[src/rtl/uart_batch_receiver_pkg.sv]
// Shared UART definitions: receiver FSM state encoding and default frame parameters.
package uart_batch_receiver_pkg;

  localparam int DEFAULT_DBITS   = 8;
  localparam int DEFAULT_SB_TICK = 16;

  typedef enum logic [2:0] {
    ST_IDLE  = 3'd0,
    ST_START = 3'd1,
    ST_DATA  = 3'd2,
    ST_STOP  = 3'd3,
    ST_BREAK = 3'd4
  } rx_state_t;

endpackage

[src/rtl/uart_batch_receiver_rx_sync.sv]
// Two-flop synchronizer for the asynchronous rx line; resets to the idle-high level.
module uart_batch_receiver_rx_sync (
  input  logic clk_100MHz,
  input  logic reset,
  input  logic din,
  output logic dout
);

  logic [1:0] sync_reg;

  // Shift the raw line through two flops; reset to 1 so a reset never looks like a start bit.
  always_ff @(posedge clk_100MHz) begin
    if (reset) begin
      sync_reg <= 2'b11;
    end else begin
      sync_reg <= {sync_reg[0], din};
    end
  end

  assign dout = sync_reg[1];

endmodule

[src/rtl/uart_batch_receiver.sv]
// 8N1 UART receiver that packs BATCH_SIZE bytes into one wide word (first byte in the MS byte).
// Partial batches are dropped on an idle timeout or on a framing error.
module uart_batch_receiver
  import uart_batch_receiver_pkg::*;
#(
  parameter int DBITS         = DEFAULT_DBITS,
  parameter int SB_TICK       = DEFAULT_SB_TICK,
  parameter int BATCH_SIZE    = 4,
  parameter int TIMEOUT_TICKS = 480
) (
  input  logic                               clk_100MHz,
  input  logic                               reset,
  input  logic                               rx,
  input  logic                               sample_tick,
  output logic [DBITS*BATCH_SIZE-1:0]        batch_out,
  output logic                               batch_valid,
  output logic [$clog2(BATCH_SIZE+1)-1:0]    byte_count,
  output logic                               frame_err,
  output logic                               batch_timeout
);

  localparam int W      = DBITS * BATCH_SIZE;
  localparam int TICK_W = $clog2(SB_TICK);
  localparam int BIT_W  = $clog2(DBITS + 1);
  localparam int CNT_W  = $clog2(BATCH_SIZE + 1);
  localparam int IDLE_W = $clog2(TIMEOUT_TICKS);

  localparam logic [TICK_W-1:0] TICK_MID   = TICK_W'(SB_TICK / 2 - 1);
  localparam logic [TICK_W-1:0] TICK_LAST  = TICK_W'(SB_TICK - 1);
  localparam logic [BIT_W-1:0]  BIT_LAST   = BIT_W'(DBITS - 1);
  localparam logic [CNT_W-1:0]  BATCH_LAST = CNT_W'(BATCH_SIZE - 1);
  localparam logic [IDLE_W-1:0] IDLE_LAST  = IDLE_W'(TIMEOUT_TICKS - 1);

  logic rx_sync;

  rx_state_t         state_reg, state_next;
  logic [TICK_W-1:0] tick_cnt_reg, tick_cnt_next;
  logic [BIT_W-1:0]  bit_cnt_reg, bit_cnt_next;
  logic [DBITS-1:0]  shreg_reg, shreg_next;
  logic [W-1:0]      pack_reg, pack_next;
  logic [CNT_W-1:0]  byte_count_reg, byte_count_next;
  logic [IDLE_W-1:0] idle_cnt_reg, idle_cnt_next;
  logic [W-1:0]      batch_out_reg, batch_out_next;
  logic              batch_valid_reg, batch_valid_next;
  logic              frame_err_reg, frame_err_next;
  logic              batch_timeout_reg, batch_timeout_next;
  logic [W-1:0]      pack_shifted;

  uart_batch_receiver_rx_sync u_rx_sync (
    .clk_100MHz (clk_100MHz),
    .reset      (reset),
    .din        (rx),
    .dout       (rx_sync)
  );

  // Pack register with the just-received byte appended at the LS end.
  assign pack_shifted = (pack_reg << DBITS) | W'(shreg_reg);

  // State and datapath registers; a reset abandons any frame and partial batch.
  always_ff @(posedge clk_100MHz) begin
    if (reset) begin
      state_reg         <= ST_IDLE;
      tick_cnt_reg      <= '0;
      bit_cnt_reg       <= '0;
      shreg_reg         <= '0;
      pack_reg          <= '0;
      byte_count_reg    <= '0;
      idle_cnt_reg      <= '0;
      batch_out_reg     <= '0;
      batch_valid_reg   <= 1'b0;
      frame_err_reg     <= 1'b0;
      batch_timeout_reg <= 1'b0;
    end else begin
      state_reg         <= state_next;
      tick_cnt_reg      <= tick_cnt_next;
      bit_cnt_reg       <= bit_cnt_next;
      shreg_reg         <= shreg_next;
      pack_reg          <= pack_next;
      byte_count_reg    <= byte_count_next;
      idle_cnt_reg      <= idle_cnt_next;
      batch_out_reg     <= batch_out_next;
      batch_valid_reg   <= batch_valid_next;
      frame_err_reg     <= frame_err_next;
      batch_timeout_reg <= batch_timeout_next;
    end
  end

  // Deframing FSM, packer and idle timeout; everything advances only on sample ticks.
  always_comb begin
    state_next         = state_reg;
    tick_cnt_next      = tick_cnt_reg;
    bit_cnt_next       = bit_cnt_reg;
    shreg_next         = shreg_reg;
    pack_next          = pack_reg;
    byte_count_next    = byte_count_reg;
    idle_cnt_next      = idle_cnt_reg;
    batch_out_next     = batch_out_reg;
    batch_valid_next   = 1'b0;
    frame_err_next     = 1'b0;
    batch_timeout_next = 1'b0;

    if (sample_tick) begin
      case (state_reg)
        ST_IDLE: begin
          if (!rx_sync) begin
            state_next    = ST_START;
            tick_cnt_next = '0;
            idle_cnt_next = '0;
          end else if (byte_count_reg != '0) begin
            if (idle_cnt_reg == IDLE_LAST) begin
              byte_count_next    = '0;
              idle_cnt_next      = '0;
              batch_timeout_next = 1'b1;
            end else begin
              idle_cnt_next = idle_cnt_reg + 1'b1;
            end
          end
        end
        ST_START: begin
          if (tick_cnt_reg == TICK_MID) begin
            if (!rx_sync) begin
              state_next    = ST_DATA;
              tick_cnt_next = '0;
              bit_cnt_next  = '0;
            end else begin
              // Too short to be a start bit: treat as line noise.
              state_next = ST_IDLE;
            end
          end else begin
            tick_cnt_next = tick_cnt_reg + 1'b1;
          end
        end
        ST_DATA: begin
          if (tick_cnt_reg == TICK_LAST) begin
            tick_cnt_next = '0;
            shreg_next    = (shreg_reg >> 1) | (DBITS'(rx_sync) << (DBITS - 1));
            bit_cnt_next  = bit_cnt_reg + 1'b1;
            if (bit_cnt_reg == BIT_LAST) begin
              state_next = ST_STOP;
            end
          end else begin
            tick_cnt_next = tick_cnt_reg + 1'b1;
          end
        end
        ST_STOP: begin
          if (tick_cnt_reg == TICK_LAST) begin
            tick_cnt_next = '0;
            if (rx_sync) begin
              state_next = ST_IDLE;
              pack_next  = pack_shifted;
              if (byte_count_reg == BATCH_LAST) begin
                batch_out_next   = pack_shifted;
                batch_valid_next = 1'b1;
                byte_count_next  = '0;
              end else begin
                byte_count_next = byte_count_reg + 1'b1;
              end
            end else begin
              // Stop bit low: drop the partial batch and wait for the line to recover.
              frame_err_next  = 1'b1;
              byte_count_next = '0;
              state_next      = ST_BREAK;
            end
          end else begin
            tick_cnt_next = tick_cnt_reg + 1'b1;
          end
        end
        ST_BREAK: begin
          if (rx_sync) begin
            state_next = ST_IDLE;
          end
        end
        default: begin
          state_next = ST_IDLE;
        end
      endcase
    end
  end

  assign batch_out     = batch_out_reg;
  assign batch_valid   = batch_valid_reg;
  assign byte_count    = byte_count_reg;
  assign frame_err     = frame_err_reg;
  assign batch_timeout = batch_timeout_reg;

endmodule

[config.mk]
export PLATFORM = sky130hd
export DESIGN_NAME = uart_batch_receiver
export DESIGN_NICKNAME = d
export VERILOG_FILES = /design/src/rtl/uart_batch_receiver_pkg.sv /design/src/rtl/uart_batch_receiver_rx_sync.sv /design/src/rtl/uart_batch_receiver.sv
export SDC_FILE = /design/constraint.sdc
export NUM_CORES = 1
export LEC_CHECK = 0
export CAP_MARGIN = 10
export CORE_ASPECT_RATIO = 0.6
export CORE_MARGIN = 8
export CORE_UTILIZATION = 58
export CTS_CLUSTER_DIAMETER = 50
export DETAILED_ROUTE_END_ITERATION = 10
export PLACE_DENSITY = 0.79
export SYNTH_ARGS = -nofsm -noshare
export SYNTH_HDL_FRONTEND = slang
export SYNTH_SLANG_ARGS = --single-unit
[constraint.sdc]
create_clock -name clk_100MHz -period 3.6 [get_ports clk_100MHz]
set_input_delay 0.54 -clock clk_100MHz [delete_from_list [all_inputs] [get_ports clk_100MHz]]
set_output_delay 0.54 -clock clk_100MHz [all_outputs]
set_load 0.01 [all_outputs]
==> qor.yml <==
critical_path:
  cp_common_cell: "a21oi_1"
  path_buf_inv: 1
  startpoint_type: "input pin"
  critical_path.top_delay_family: "buffers and inverters"
  crit_chain: "clkdlybuf4s50_1 -> or4b_1 -> a21oi_1 -> a31o_2 -> a21oi_1"
  cp-end-kind: "flop"
  cpPeakStageDelay_ns: 0.68
  required_ns: 3.80
  r2r-start: "tick_cnt_reg[0]"
  cp.arrival_ns: 2.51
  crit_path_end: "idle_cnt_reg[8]"
  r2r_end: "pack_reg[17]"
  cp_slowest_cell: "clkdlybuf4s50_1"
  cp-startpoint: "sample_tick"
  r2r_cells: 5
  worst-path-max-fanout: 12
  path_class: "in2reg"
  cp.depth: 5
  r2r_setup_slack_ns: 1.40
logic_synthesis:
  syn_area_sq_um: 3920
  synth_top_cell_by_area: "dfxtp_1"
  syn-num-nets: 451
  synth_edf_count: 0
  synth_cells: 442
  yosys.cell_types.count: 59
  yosysWarnings: 0
  synth_area_leaders: "dfxtp_1, nand2_1, a21oi_1"
  async_flop_share_pct: 0
  yosys-top-cells-count: "dfxtp_1, nand2_1, a21oi_1"
  ys.flop_type: "dfxtp_1"
  yosys.cell_count.top_type: "dfxtp_1"
  netlist.area_leader.share_pct: 47.0
  synth-seq-cells: 92
  syn_avg_cell_area_sq_um: 8.87
  seq_area_frac_synth_pct: 47.0
layout:
  finalNetCount: 477
  area_growth_pct: 17.3
  stdcell_count: 558
  antenna_cells: 0
  largest_register_ffs: 32
  fill_cells: 538
  layout-drive-gt1-share_pct: 7.43
pwr:
  leakage_uw: 0.00154
  p_total_uw: 1960
  powerDensity_nw_per_um2: 425
  max-vdd-ir-drop_mv: 0.338
placed_design:
  placed_cells: 544
  routabilityCongestion: 0.886
  io_buffers: 41
  place_ws_ns: 0.980
  hpwlAfterDp_um: 5970
routing:
  dr.first_iter.drc_count: 392
  first_pass_iters: 5
  drt_wl_total_um: 8940
  wl_per_cell_um: 16.0
  drc: 0
  antenna_left: 0
  route.vias.total: 3284
  vias_per_cell: 5.89
die:
  fp.coreArea_sq_um: 6620
  dieArea_sq_um: 9740
  initial_core_util_pct: 59.3
  row_count: 23
  fp.dieW_um: 122
  ios: 42
  fp.dieH_um: 79.7
global_route:
  grt_usage_pct: 18.9
  antenna_found_initial: 0
  grt_max_degree: 49
  grt_pass1_vias: 3027
  grt_pass1_wl_um: 14700
  gr-total-overflow: 0
sta:
  timing.final.crit_share_pct: 64.0
  fin_crit_ns: 2.30
  whs_ns: 0.440
  max_clock_freq_mhz: 434
  rsz0062_at_grt: "no"
  hold_viol: 0
  drv_slew: 0
  setup_slack_ns: 1.30
  setup_violations: 0
  slew_headroom_pct: 37.5
  tightest_slew_ns: 0.931
  setup_tns_ns: 0
  skew_ns: 0.00632
clocking:
  h-tree-depth: 3
  cts_buffer_depth: 2
  clk_latency_ns: 0.34
  ctsHoldBuffers: 0
  path_clk_slew_ns: 0.06
  cts_setup_buffers: 0
  cts_buffers: 9
  cts_resized: 0
  cts_tree: "built"
  clock_sinks: 92
  cts_root_buf: "clkbuf_16"
min_path:
  hold_class: "reg2reg"
run_status:
  outcome: "complete, no violations"
job:
  maxCapViolations: 0
[through the flow]
stage                     cell area, sq um  util [%]
final                                 4600      69.5
after global routing                  4600      69.5
after CTS                             4600      69.5
after detailed placement              4330      65.3
after global placement                4330      65.3
after floorplan                       3920         -
[how the worst min path moves through the flow]
stage	startpoint	endpoint	slack (ns)	cells after the start
final	u_rx_sync.sync_reg[0]	u_rx_sync.sync_reg[1]	0.44	1
after global routing	u_rx_sync.sync_reg[0]	u_rx_sync.sync_reg[1]	0.44	1
after CTS	u_rx_sync.sync_reg[0]	u_rx_sync.sync_reg[1]	0.44	1
after detailed placement	u_rx_sync.sync_reg[0]	u_rx_sync.sync_reg[1]	0.39	1
after global placement	u_rx_sync.sync_reg[0]	u_rx_sync.sync_reg[1]	0.39	1
after floorplan	u_rx_sync.sync_reg[0]	u_rx_sync.sync_reg[1]	0.39	1
[placed cells by master, fill, tap and decap left out, types with 2 or more instances in the layout]
| cell type | n |
|---|---|
| nor4b_2 | 3 |
| and4_1 | 2 |
| or4_1 | 2 |
| nor2_1 | 21 |
| clkbuf_16 | 9 |
| clkbuf_8 | 3 |
| nand3b_1 | 3 |
| and2_1 | 6 |
| a311oi_1 | 2 |
| nor4_1 | 2 |
| o41ai_1 | 2 |
| clkdlybuf4s50_1 | 40 |
| nand3_1 | 11 |
| a31oi_1 | 3 |
| nand2_1 | 90 |
| clkinv_2 | 2 |
| xnor2_1 | 7 |
| a41o_1 | 2 |
| nand2b_1 | 3 |
| nand4_1 | 3 |
| a21o_1 | 2 |
| o21ai_0 | 5 |
| xor2_1 | 3 |
| o22a_1 | 17 |
| nor2b_1 | 21 |
| and3_1 | 5 |
| ha_1 | 5 |
| inv_1 | 7 |
| buf_4 | 3 |
| nor4b_1 | 4 |
| mux2i_1 | 9 |
| a21oi_1 | 50 |
| nor3_1 | 2 |
| or2_2 | 3 |
| dfxtp_1 | 92 |
[cell families (layout without fill, tap and decap cells)]
family	count (synthesis)	count (layout)	share of synthesized area, %
mux	10	10	2.58
compound gates	99	99	17.6
flops	92	92	47.0
simple gates	190	190	24.9
buf+inv	36	65	4.08
xor+xnor	10	10	2.23
fa+ha+maj	5	5	1.59
[power by group]
part / leakage (uW) / total [uW] / switching, uW / internal (uW)
clock network: 0.000140 / 871 / 357 / 514
registers: 0.000741 / 1030 / 7.55 / 1020
logic: 0.000655 / 57.9 / 40.8 / 17.1
[area by class of cell]
cell class                      instances  area (sq um)  share of cell area, %
Multi-Input combinational cell        314          1920                   41.7
Sequential cell                        92          1840                   40.0
Timing Repair Buffer                   44           428                   9.30
Clock buffer                           12           267                   5.79
Tap cell                               87           109                   2.37
Inverter                                7          26.3                  0.571
Clock inverter                          2          10.0                  0.218
[metal layers]
layer	vias up	track usage, %	part of all wire, %
li1	1595	-	-
met1	1568	24.7	47
met2	112	28.8	45
met3	9	7.20	7.6
met4	0	4.59	0.89
met5	-	0	0
(Power assumes the default switching activity.)
